==> src/rtl/dds_phase_gen.sv <==
// dds_phase_gen: DDS phase accumulator with wrap-synchronised frequency commits
// Ports:
//   Fg_CLK     system clock
//   RESET      asynchronous active-high reset
//   Address    frequency setting, FTW = Address << FTW_SHIFT
//   FreqChng   one-cycle strobe marking a new Address
//   Enable     1 = accumulate, 0 = hold
//   Phase      registered truncated phase word
//   PhaseValid Phase is a fresh accumulated sample
//   Wrap       accumulator overflowed on this update
//   Pending    a captured FTW awaits commit
// Optional feature: define PHASE_DITHER_EN to add LFSR dither below the truncation point.
module dds_phase_gen #(
  parameter int ACC_W       = 32,
  parameter int FTW_IN_W    = 12,
  parameter int FTW_SHIFT   = 8,
  parameter int PHASE_OUT_W = 10
) (
  input  logic                   Fg_CLK,
  input  logic                   RESET,
  input  logic [FTW_IN_W-1:0]    Address,
  input  logic                   FreqChng,
  input  logic                   Enable,
  output logic [PHASE_OUT_W-1:0] Phase,
  output logic                   PhaseValid,
  output logic                   Wrap,
  output logic                   Pending
);
  typedef enum logic [1:0] {IDLE, RUN, PEND} state_t;
  state_t state;
  logic [ACC_W-1:0] acc, active_ftw, pend_ftw, ftw, sum, acc_nxt;
  logic [PHASE_OUT_W-1:0] phase_src;
  logic carry, acc_en, commit, go_idle;
  assign ftw = ACC_W'(Address) << FTW_SHIFT;
  assign acc_en = (state != IDLE) && Enable;
  assign {carry, sum} = {1'b0, acc} + {1'b0, active_ftw};
  // A pending FTW only takes effect on an accumulator wrap, keeping phase continuous.
  assign commit = (state == PEND) && acc_en && carry;
  assign go_idle = commit && (pend_ftw == '0);
  assign acc_nxt = go_idle ? '0 : sum;
  assign Pending = (state == PEND);
`ifdef PHASE_DITHER_EN
  localparam int LOW_W = ACC_W - PHASE_OUT_W;
  localparam int D = (LOW_W < 16) ? LOW_W : 16;
  logic [15:0] lfsr;
  logic [ACC_W-1:0] dith;
  assign dith = acc_nxt + ACC_W'(lfsr[D-1:0]);
  assign phase_src = dith[ACC_W-1 -: PHASE_OUT_W];
  // Right-shifting Galois form of x^16+x^14+x^13+x^11+1.
  always_ff @(posedge Fg_CLK or posedge RESET)
    if (RESET) lfsr <= 16'hACE1;
    else if (acc_en) lfsr <= (lfsr >> 1) ^ (lfsr[0] ? 16'hB400 : 16'h0000);
`else
  assign phase_src = acc_nxt[ACC_W-1 -: PHASE_OUT_W];
`endif
  always_ff @(posedge Fg_CLK or posedge RESET) begin
    if (RESET) begin
      state      <= IDLE;
      acc        <= '0;
      active_ftw <= '0;
      pend_ftw   <= '0;
      Phase      <= '0;
      PhaseValid <= 1'b0;
      Wrap       <= 1'b0;
    end else begin
      PhaseValid <= acc_en;
      Wrap       <= acc_en && carry;
      if (acc_en) begin
        acc   <= acc_nxt;
        Phase <= phase_src;
      end
      case (state)
        IDLE: if (FreqChng && Address != '0) begin
          active_ftw <= ftw;
          state      <= RUN;
        end
        RUN: if (FreqChng) begin
          pend_ftw <= ftw;
          state    <= PEND;
        end
        PEND: if (commit) begin
          active_ftw <= pend_ftw;
          if (go_idle) state <= IDLE;
          else if (FreqChng) pend_ftw <= ftw;
          else state <= RUN;
        end else if (FreqChng) pend_ftw <= ftw;
        default: state <= IDLE;
      endcase
    end
  end
endmodule

==> config.mk <==
export PLATFORM = sky130hd
export DESIGN_NAME = dds_phase_gen
export DESIGN_NICKNAME = d
export VERILOG_FILES = /design/src/rtl/dds_phase_gen.sv
export SDC_FILE = /design/constraint.sdc
export NUM_CORES = 1
export LEC_CHECK = 0
export CAP_MARGIN = 25
export CORE_UTILIZATION = 35
export DETAILED_ROUTE_END_ITERATION = 8
export HOLD_SLACK_MARGIN = 0.05
export SYNTH_ARGS = -nofsm -noshare
export SYNTH_HDL_FRONTEND = slang
export SYNTH_SLANG_ARGS = --single-unit
==> constraint.sdc <==
create_clock -name Fg_CLK -period 2.95 [get_ports Fg_CLK]
set_input_delay 0.59 -clock Fg_CLK [delete_from_list [all_inputs] [get_ports Fg_CLK]]
set_output_delay 0.59 -clock Fg_CLK [all_outputs]
set_load 0.02 [all_outputs]
* Word level (Yosys, flattened, before mapping)
Index checks and enable logic that the tools add are counted.
Widths: inputs -> output; s select.
** Operators by class
- Add/subtract/negate cells :: 1
- Equality and inequality tests :: 7
- Muxes and demuxes :: 14
- Reduce and logical (&&, ||, !) cells :: 15
** Operators by type and width (count)
- $mux 32 :: 6
- $pmux 32 s2 :: 2
- $add 32x32->33 :: 1
- $logic_not 32->1 :: 1
- $reduce_bool 12->1 :: 1
- $mux 2 :: 5
- $logic_and 1x1->1 :: 6
- $pmux 2 s3 :: 1
- $reduce_bool 2->1 :: 3
- $ne 2x2->1 const B :: 2
- $reduce_and 4->1 :: 1
- $ne 3x2->1 const B :: 1
- $ne 3x3->1 const B :: 1
- $reduce_and 3->1 :: 1
- $eq 2x1->1 const B :: 1
- $eq 2x2->1 const B :: 1
- $logic_not 2->1 :: 1
- $ne 2x1->1 const B :: 1
- $reduce_and 2->1 :: 1
** Word-level totals
- Bits in registers :: 110
- Bits of input ports :: 16
- Output and inout bits :: 13
- Word-level logic and storage cells :: 44

* Longest topological paths before layout
Gate-level depths: netlist of run 1.
- Word-level depth :: 8
- Mapped depth :: 10
- Mapped depth without buffers :: 10

* Least setup slack after synthesis of run 1
OpenSTA, ideal clock, no wires.
- Kind :: register -> register
- From :: register active_ftw[8]
- To :: register pend_ftw[10]
- Arrival :: 2492 ps
- Required time :: 2825 ps
- Slack :: 333 ps
- Cell stages (with the launch flop) :: 11
- Buffers on the path :: 1
- Cells stage by stage :: dfrtp_1 -> ha_1 -> inv_1 -> fa_1 -> and2b_1 -> o2111ai_2 -> a211oi_4 -> o211ai_4 -> and3_4 -> buf_12 -> mux2_4
** Between the ends
- Word-level cells in the longest chain between the ends :: 5
- Elaborated cells on any way between the ends :: 7
- Classes of those cells :: add/sub (1); eq/ne (1); mux (2); reduce/logical (3)
** Ends and longest elaborated chain
- start: declaration :: line 31 : logic [ACC_W-1:0] acc, active_ftw, pend_ftw, ftw, sum, acc_nxt;
- start signal: assignment :: line 74 : active_ftw <= ftw;
- start signal: assignment :: line 82 : active_ftw <= pend_ftw;
- $add 32x32->33 (*) :: line 36 : assign {carry, sum} = {1'b0, acc} + {1'b0, active_ftw};
- $logic_and 1x1->1 (*) :: line 38 : assign commit = (state == PEND) && acc_en && carry;
- $logic_and 1x1->1 :: line 39 : assign go_idle = commit && (pend_ftw == '0);
- $ne 3x3->1 (no source line)
- $reduce_and 2->1 (no source line)
- end signal: assignment :: line 78 : pend_ftw <= ftw;
- end signal: assignment :: line 84 : else if (FreqChng) pend_ftw <= ftw;
- end signal: assignment :: line 86 : end else if (FreqChng) pend_ftw <= ftw;
- end: declaration :: line 31
Mark *: on every way between the ends. The rest lies on a longest branch, timed or not.
A chain may end at the register's enable or synchronous reset.

* Final worst setup path of run 1
- From :: register active_ftw[12]
- To :: register pend_ftw[13]
The elaborated chain is that of the path after synthesis.

==> results of run 1 <==
## path summary, 6_finish.rpt
path	start	end	slack (ns)	depth (start not counted)
worst min register to register	acc[8]	acc[8]	0.49	2
worst min-delay path	acc[8]	acc[8]	0.49	2
worst max register to register	active_ftw[12]	pend_ftw[13]	0.19	8
max in group asynchronous	RESET	acc[11]	2.07	3
worst max-delay path	active_ftw[12]	pend_ftw[13]	0.19	8
min in group asynchronous	RESET	state[0]	0.64	3
## through the flow
step | setup WS (ns) | util (%) | hold slack [ns] | power, mW
2_1_floorplan | 0.3332 | - | 0.4432 | 3.198
3_3_place_gp | 0.2026 | 39.71 | 0.4575 | 3.675
3_5_place_dp | 0.1425 | 39.71 | 0.4678 | 3.714
4_1_cts | 0.1173 | 40.73 | 0.4881 | 4.159
5_1_grt | 0.03491 | 40.82 | 0.5140 | 4.492
6_report | 0.1944 | 40.82 | 0.4873 | 4.142
## per-layer routing
metal  vias to the layer above  track usage, %  share of wire, %
met1                      1265           21.44                48
met4                         0           4.864               1.3
met5                         -               0                 0
met3                        10           2.389               3.3
met2                        57           25.82                47
li1                       1284               -                 -
## synthesized netlist by cell type, types with 3 or more instances
cell type	number	share of area (%)
a211oi_1	4	0.91
a21o_1	4	0.91
a21oi_1	14	2.1
a22o_1	3	0.80
a31oi_1	11	2.1
and2_1	11	2.1
buf_2	3	0.45
buf_4	10	2.3
clkbuf_1	8	0.91
dfrtp_1	52	39
ha_1	17	6.4
inv_1	15	1.7
mux2_2	3	1.0
mux2_4	10	4.5
nand2_1	22	2.5
nand3_1	24	3.6
nand4_1	15	2.8
nor2_1	14	1.6
nor3_1	5	0.76
nor4_1	4	0.76
o21a_1	3	0.68
o21ai_0	15	2.3
o31a_1	3	0.80
o31ai_1	6	1.4
or3_1	5	0.95
xnor2_1	7	1.9
xor2_1	3	0.80
## what timing repair did
action | CTS | global route
hold buffers | 0 | 0
setup endpoints to repair | 0 | 15
setup buffers | 0 | 1
## where the power goes
group / switching, mW / internal, mW
Combinational: 1.30 / 1.11
Clock: 0.242 / 0.191
Sequential: 0.266 / 1.03
## sequential cells by signal, indices dropped and copies added (netlist names)
signal and flops:
acc 14, active_ftw 12, state 2, pend_ftw 12
Phase 10, Wrap 1, PhaseValid 1
## critical path: stages (launching register included)
cell and delay [ns]:
dfrtp_1 0.43, ha_1 0.38, a21o_1 0.21, a21oi_1 0.38
a211oi_4 0.10, buf_4 0.18, o211ai_4 0.25, and3_4 0.37
mux2_2 0.36
## layout make-up
cell class | count | share of cell area, %
multi-input cells | 244 | 47.83
flip-flops and latches | 52 | 34.67
repair buffers | 38 | 9.800
well taps | 111 | 3.700
clock buffers | 7 | 2.300
inverters | 15 | 1.500
clock inverters | 1 | 0.2000
## kinds of logic after synthesis
kind of cell | after synthesis | synth area share (%)
fa+ha+maj | 18 | 7.043
compound gates | 87 | 19.12
simple gates | 116 | 19.95
xor+xnor | 10 | 2.651
mux | 13 | 5.566
buf+inv | 38 | 6.285
flops | 52 | 39.38
==> run metrics, run 1 <==
share of post-route cells with drive strength above 1=11.48%; GPL Wtd Cong=0.8458; register cell area after layout=1301 µm²; fin crit period=around 2.8 ns; I/O pin count=29; area delta synth->final=13.59%; crit start category=register; Rows=35; post-DP HPWL=5514 µm; post-CTS sizing=0; Tot GR Track Use=15.71%; I/O Buffers=28; DR DRC count=0; Netlist cell types=61; post-layout net count=390; Die Area=9834 µm²; clock skew=roughly 0.0058 ns; Syn Inst Count=334; GRT overflow=0; worst min path class=reg -> reg; Final TNS setup=0 ns; clock sink total=52; Lkg Pwr=roughly 1.6 nW; f_max=~360 MHz; Num CTS Buffers=5; RSZ-0062 raised after global routing=false; CTS tree=done; peak supply drop=0.4243 mV; Least-Margin Pin Slew=0.7186 ns; crit share post-route=roughly 93%; antenna violations before repair=0; Post-Syn Nets=368; # setup viols final=0; Req. time, crit path=3.15 ns; drt pass-1 iters=4; clock tree buffer depth=2; normalized max-slew margin=51.77%; post-route cell area=3754 µm²; most frequent cells in the layout=dfrtp_1 (52), clkdlybuf4s50_1 (28), nand3_1 (24); via count=2616; critical path class=reg -> reg; Synth Cell Area=3304 µm²; Top FF cell, synth=dfrtp_1; Arr. time, crit path=around 3 ns; most common cell after layout, fill and taps aside=dfrtp_1; crit path max fanout=12; CTS H-Tree Depth=2; Mean Syn Cell Area=9.893 µm²; fill cell total of the finished layout=approximately 920; floorplan core area=between 9000 and 10000 µm²; max cap viols=0; clock root cell=clkbuf_8; Routed WL per cell=15.72 µm; combined area of the multi-input logic cells=1795 µm²; outcome=completed; Hold Vio Cnt, Final=0; ys async rst share=100.0%; first-pass GRT wire length=12340 µm; Die Y=99.17 µm; Die W=roughly 99 µm; Routed Antenna Nets=0; largest net degree at the start of global routing=53; Iteration-0 DRC Markers=138; CP endpoint kind=register; Post-DP Area=~3700 µm²; Initial Util=35.93%; register bit total from synthesis=52; Reg clk slew, reported paths=0.10 ns; cell area power density=1104 nW/µm²; Seq/Total Area, Yosys=39.38%; Slew Limit Fails=0; Synth Warn #=0; ANT cells=0; Routed WL=7355 µm; clk_lat worst skew=~0.30 ns; fin cells=468; vias in the first global route=2506; Cells after DPL=about 460; drt via density=~5.6; Post-synth EDFFs=0
(Power assumes the default switching activity.)
==> run 2, diff against run 1 <==
Settings changed: CORE_UTILIZATION 35 to 45.
Clock period 2.95 ns to 2.6 ns, I/O delays scaled along.
==> run metrics, run 2 (synthesis gave the netlist of run 1 again) <==
outcome=completed (unchanged); post-place setup slack=-0.01064 ns (was 0.1425 ns); Hold Slack=0.4829 ns (was 0.4873 ns); # setup viols final=0 (unchanged); Routed WL=7993 µm (was 7355 µm); crit start category=register (unchanged); drt pass-1 iters=5 (was 4); crit path max fanout=7 (was 12); I/O Buffers=28 (unchanged); top flop regs=acc: 14 flops, active_ftw: 12 flops, pend_ftw: 12 flops (unchanged); Lkg Pwr=1.713 nW (was 1.605 nW); Die Area=7690 µm² (was 9834 µm²); antenna violations before repair=0 (unchanged); largest net degree at the start of global routing=53 (unchanged); DR DRC count=0 (unchanged); fill cell total of the finished layout=627 (was 924); GPL Wtd Cong=0.8133 (was 0.8458); post-DP HPWL=5654 µm (was 5514 µm); clock root cell=clkbuf_8 (unchanged); drt via density=5.842 (was 5.590); Die W=87.69 µm (was 99.17 µm); Routed Antenna Nets=0 (unchanged); Num CTS Buffers=5 (unchanged); floorplan core area=6944 µm² (was 9196 µm²); CTS tree=done (unchanged); peak supply drop=0.4567 mV (was 0.4243 mV); Routed WL per cell=16.83 µm (was 15.72 µm); RSZ-0062 raised after global routing=true (was false); CTS H-Tree Depth=2 (unchanged); most frequent cells in the layout=dfrtp_1 (52), clkdlybuf4s50_1 (28), buf_4 (27) (was dfrtp_1 (52), clkdlybuf4s50_1 (28), nand3_1 (24)); crit share post-route=97.23% (was 93.41%); f_max=395.6 MHz (was 362.9 MHz); Hold Vio Cnt, Final=0 (unchanged); fin cells=475 (was 468); Cells after DPL=461 (was 459); clock tree buffer depth=2 (unchanged); CP endpoint kind=register (unchanged); via count=2775 (was 2616); first-pass GRT wire length=12940 µm (was 12340 µm); I/O pin count=29 (unchanged); clk_lat worst skew=0.31 ns (was 0.30 ns); Die Y=87.69 µm (was 99.17 µm); Iteration-0 DRC Markers=167 (was 138); fin crit period=2.528 ns (was 2.756 ns); normalized max-slew margin=54.07% (was 51.77%); Tot GR Track Use=21.90% (was 15.71%); largest register by flop count=acc (unchanged); Rows=30 (was 35); Reg clk slew, reported paths=0.10 ns (about the same); share of post-route cells with drive strength above 1=19.26% (was 11.48%); cell area power density=1278 nW/µm² (was 1104 nW/µm²); Req. time, crit path=2.81 ns (was 3.15 ns); Final WS setup=0.07191 ns (was 0.1944 ns); worst min path class=reg -> reg (unchanged); clock skew=0.008652 ns (was 0.005798 ns); Arr. time, crit path=2.73 ns (was 2.96 ns); ANT cells=0 (unchanged); flop2flop setup slack=0.07 ns (was 0.19 ns); Slew Limit Fails=0 (unchanged); critical path class=reg -> reg (unchanged); clock sink total=52 (unchanged); Hold Buf Count CTS=0 (unchanged); Least-Margin Pin Slew=0.6889 ns (was 0.7186 ns); area delta synth->final=19.69% (was 13.59%); post-layout net count=412 (was 390); max cap viols=0 (unchanged); vias in the first global route=2600 (was 2506); most common cell after layout, fill and taps aside=dfrtp_1 (unchanged); Initial Util=47.59% (was 35.93%); GRT overflow=0 (unchanged); Largest register FFs=14 (unchanged)
## run 2: cell types whose count changed in the layout (fill, tap and decap cells not counted), sizes merged
| cell | change |
|---|---|
| buf | +21 |
| and3 | +1 |
## run 2: path summary, 6_finish.rpt
check / startpoint / to / cells after the start
setup / recovery: active_ftw[8] / pend_ftw[14] / 10
hold / removal: acc[20] / acc[20] / 1
setup reg to reg: active_ftw[8] / pend_ftw[14] / 10
hold reg to reg: acc[20] / acc[20] / 1
max in group asynchronous: RESET / acc[15] / 3
min in group asynchronous: RESET / Wrap / 3
## run 2: cell type report
type,instances,area (µm²),area share (%)
clock buffer,7,86.33,2.183
clock inverter,1,7.507,0.1898
sequential,52,1301,32.90
inverter,15,56.30,1.424
multi-input combinational,245,1856,46.92
tap,96,120.1,3.037
timing repair buffer,59,528.0,13.35
## run 2: per-layer routing
metal,global-route usage (%),vias up,routed length [µm]
li1,-,1322,-
met1,32.00,1372,3882
met2,33.10,72,3657
met3,3.864,9,351
met4,6.706,0,102
met5,0,-,0
## run 2: worst max-delay path, stage by stage (launching register included)
cell and delay [ns]:
dfrtp_1 0.41, ha_2 0.18, inv_1 0.07, fa_2 0.19, and2b_2 0.24, o2111ai_4 0.25
a211oi_4 0.09, buf_6 0.15, o211ai_4 0.19, and3_4 0.30, mux2_2 0.35
## run 2: where the power goes
| part | internal, mW | switching [mW] |
|---|---|---|
| registers | 1.17 | 0.306 |
| clock network | 0.217 | 0.280 |
| logic | 1.47 | 1.62 |
| total | 2.86 | 2.20 |
## run 2: repair_timing
action,4_1_cts,5_1_grt
cloned,0,2
buffers inserted,1,3
pin swaps,0,12
endpoints found under the setup margin,14,36
gates resized for setup,0,20
## run 2: stage by stage
step	cell area (µm²)	TNS [ns]	total power, mW	utilization, %
2_1_floorplan	3304	0	3.628	-
3_3_place_gp	3749	0	4.345	53.98
3_5_place_dp	3749	-0.05052	4.391	53.98
4_1_cts	3850	-0.006674	4.916	55.44
5_1_grt	3955	0	5.490	56.96
6_report	3955	0	5.056	56.96
==> run 3, diff against run 2 <==
==> constraint.sdc (replaced) <==
create_clock -name Fg_CLK -period 2.6 [get_ports Fg_CLK]
set_input_delay 0.26 -clock Fg_CLK [delete_from_list [all_inputs] [get_ports Fg_CLK]]
set_output_delay 0.26 -clock Fg_CLK [all_outputs]
set_load 0.02 [all_outputs]
==> run metrics, run 3 (synthesis gave the netlist of run 1 again) <==
outcome=completed (unchanged); crit share post-route=96.89% (was 97.23%); most frequent cells in the layout=dfrtp_1 (52), clkdlybuf4s50_1 (28), nand3_1 (24) (was dfrtp_1 (52), clkdlybuf4s50_1 (28), buf_4 (27)); share of post-route cells with drive strength above 1=17.16% (was 19.26%); f_max=397.0 MHz (was 395.6 MHz); crit path max fanout=7 (unchanged); Lkg Pwr=1.694 nW (was 1.713 nW); DR DRC count=0 (unchanged); Routed WL per cell=17.05 µm (was 16.83 µm); GPL Wtd Cong=0.8110 (was 0.8133); Largest register FFs=14 (unchanged); total power=5.094 mW (was 5.056 mW); most common cell after layout, fill and taps aside=dfrtp_1 (unchanged); normalized max-slew margin=53.73% (was 54.07%); vias in the first global route=2628 (was 2600); Reg clk slew, reported paths=0.10 ns (about the same); Final TNS setup=0 ns (unchanged); Hold Slack=0.3338 ns (was 0.4829 ns); GRT overflow=0 (unchanged); crit path from=active_ftw[8] (unchanged); Final WS setup=0.08084 ns (was 0.07191 ns); clock sink total=52 (unchanged); Iteration-0 DRC Markers=162 (was 167); via count=2697 (was 2775); Least-Margin Pin Slew=0.6940 ns (was 0.6889 ns); Hold Vio Cnt, Final=0 (unchanged); I/O pin count=29 (unchanged); Die Y=87.69 µm (unchanged); clk_lat worst skew=0.31 ns (about the same); Initial Util=47.59% (unchanged); peak supply drop=0.5725 mV (was 0.4567 mV); flop2flop setup slack=0.08 ns (was 0.07 ns); fill cell total of the finished layout=628 (was 627); Req. time, crit path=2.79 ns (was 2.81 ns); crit start category=register (unchanged); cell area power density=1302 nW/µm² (was 1278 nW/µm²); RSZ-0062 raised after global routing=true (unchanged); ANT cells=0 (unchanged); area delta synth->final=18.44% (was 19.69%); Routed Antenna Nets=0 (unchanged); combined area of the multi-input logic cells=1844 µm² (was 1856 µm²); Die W=87.69 µm (unchanged); # setup viols final=0 (unchanged); Arr. time, crit path=2.71 ns (was 2.73 ns); Reg-to-Reg End=pend_ftw[9] (was pend_ftw[14]); post-place setup slack=0.001342 ns (was -0.01064 ns); CTS H-Tree Depth=2 (unchanged); antenna violations before repair=0 (unchanged); first-pass GRT wire length=13460 µm (was 12940 µm); drt pass-1 iters=4 (was 5); floorplan core area=6944 µm² (unchanged); register cell area after layout=1301 µm² (unchanged); CP endpoint=pend_ftw[9] (was pend_ftw[14]); Reg2Reg Depth=10 (unchanged); Routed WL=7997 µm (was 7993 µm); clock root cell=clkbuf_8 (unchanged); CTS tree=done (unchanged); I/O Buffers=28 (unchanged); reg-to-reg startpoint=active_ftw[8] (unchanged); top flop regs=acc: 14 flops, active_ftw: 12 flops, pend_ftw: 12 flops (unchanged); Num CTS Buffers=5 (unchanged); Rows=30 (unchanged); post-layout net count=406 (was 412); max cap viols=0 (unchanged); fin crit period=2.519 ns (was 2.528 ns); drt via density=5.751 (was 5.842); Die Area=7690 µm² (unchanged); CP endpoint kind=register (unchanged); clock tree buffer depth=2 (unchanged); clock skew=0.01540 ns (was 0.008652 ns); critical path class=reg -> reg (unchanged); post-DP HPWL=5884 µm (was 5654 µm); Slew Limit Fails=0 (unchanged); worst min path class=in -> async (was reg -> reg); largest net degree at the start of global routing=28 (was 53); Tot GR Track Use=22.78% (was 21.90%); largest register by flop count=acc (unchanged)
-- run 3: power breakdown --
group	total, mW	leakage (nW)	switching, mW	internal (mW)
clock network	0.562	0.0552	0.276	0.286
registers	1.47	0.640	0.301	1.17
logic	3.06	0.999	1.61	1.45
total	5.09	1.69	2.18	2.91
-- run 3: how the worst min path moves through the flow --
stage                                end  slack, ns  cells after the start
final                           Phase[2]       0.33                      2
after floorplan           active_ftw[16]       0.40                      2
after global routing            Phase[2]       0.41                      2
after global placement           acc[20]       0.46                      1
after detailed placement         acc[21]       0.47                      1
after CTS                       Phase[2]       0.35                      2
-- run 3: per-stage QoR --
stage               cells  util, %  instance area (µm²)
finish                469    56.36                 3914
global route          469    56.36                 3914
CTS                   468    55.71                 3869
detailed placement    459    53.95                 3746
global placement      459    53.95                 3746
floorplan             334        -                 3304
-- run 3: what timing repair did --
item / in CTS / in global routing
resized for setup: 2 / 9
setup endpoints to repair: 7 / 40
pin swaps: 2 / 7
cloned: 1 / 0
hold buffers: 0 / 0
setup buffers: 0 / 1
-- run 3: layer usage --
metal	track usage (%)	part of all wire, %
met5	0	0
met4	4.024	1.1
met3	3.110	2.7
met2	36.51	47
met1	33.29	49
-- run 3: critical path: stages (launching register included) --
cell	delay (ns)
dfrtp_1	0.37
ha_2	0.19
inv_2	0.04
fa_2	0.33
and2b_2	0.26
o2111ai_4	0.14
a211oi_4	0.28
buf_6	0.17
o211ai_4	0.09
and3_4	0.24
mux2_4	0.30
-- run 3: cell type report --
class	count	area share, %
inverters	15	1.439
well taps	96	3.069
repair buffers	53	12.37
flip-flops and latches	52	33.25
multi-input cells	245	47.12
clock buffers	6	1.854
clock inverters	2	0.8951
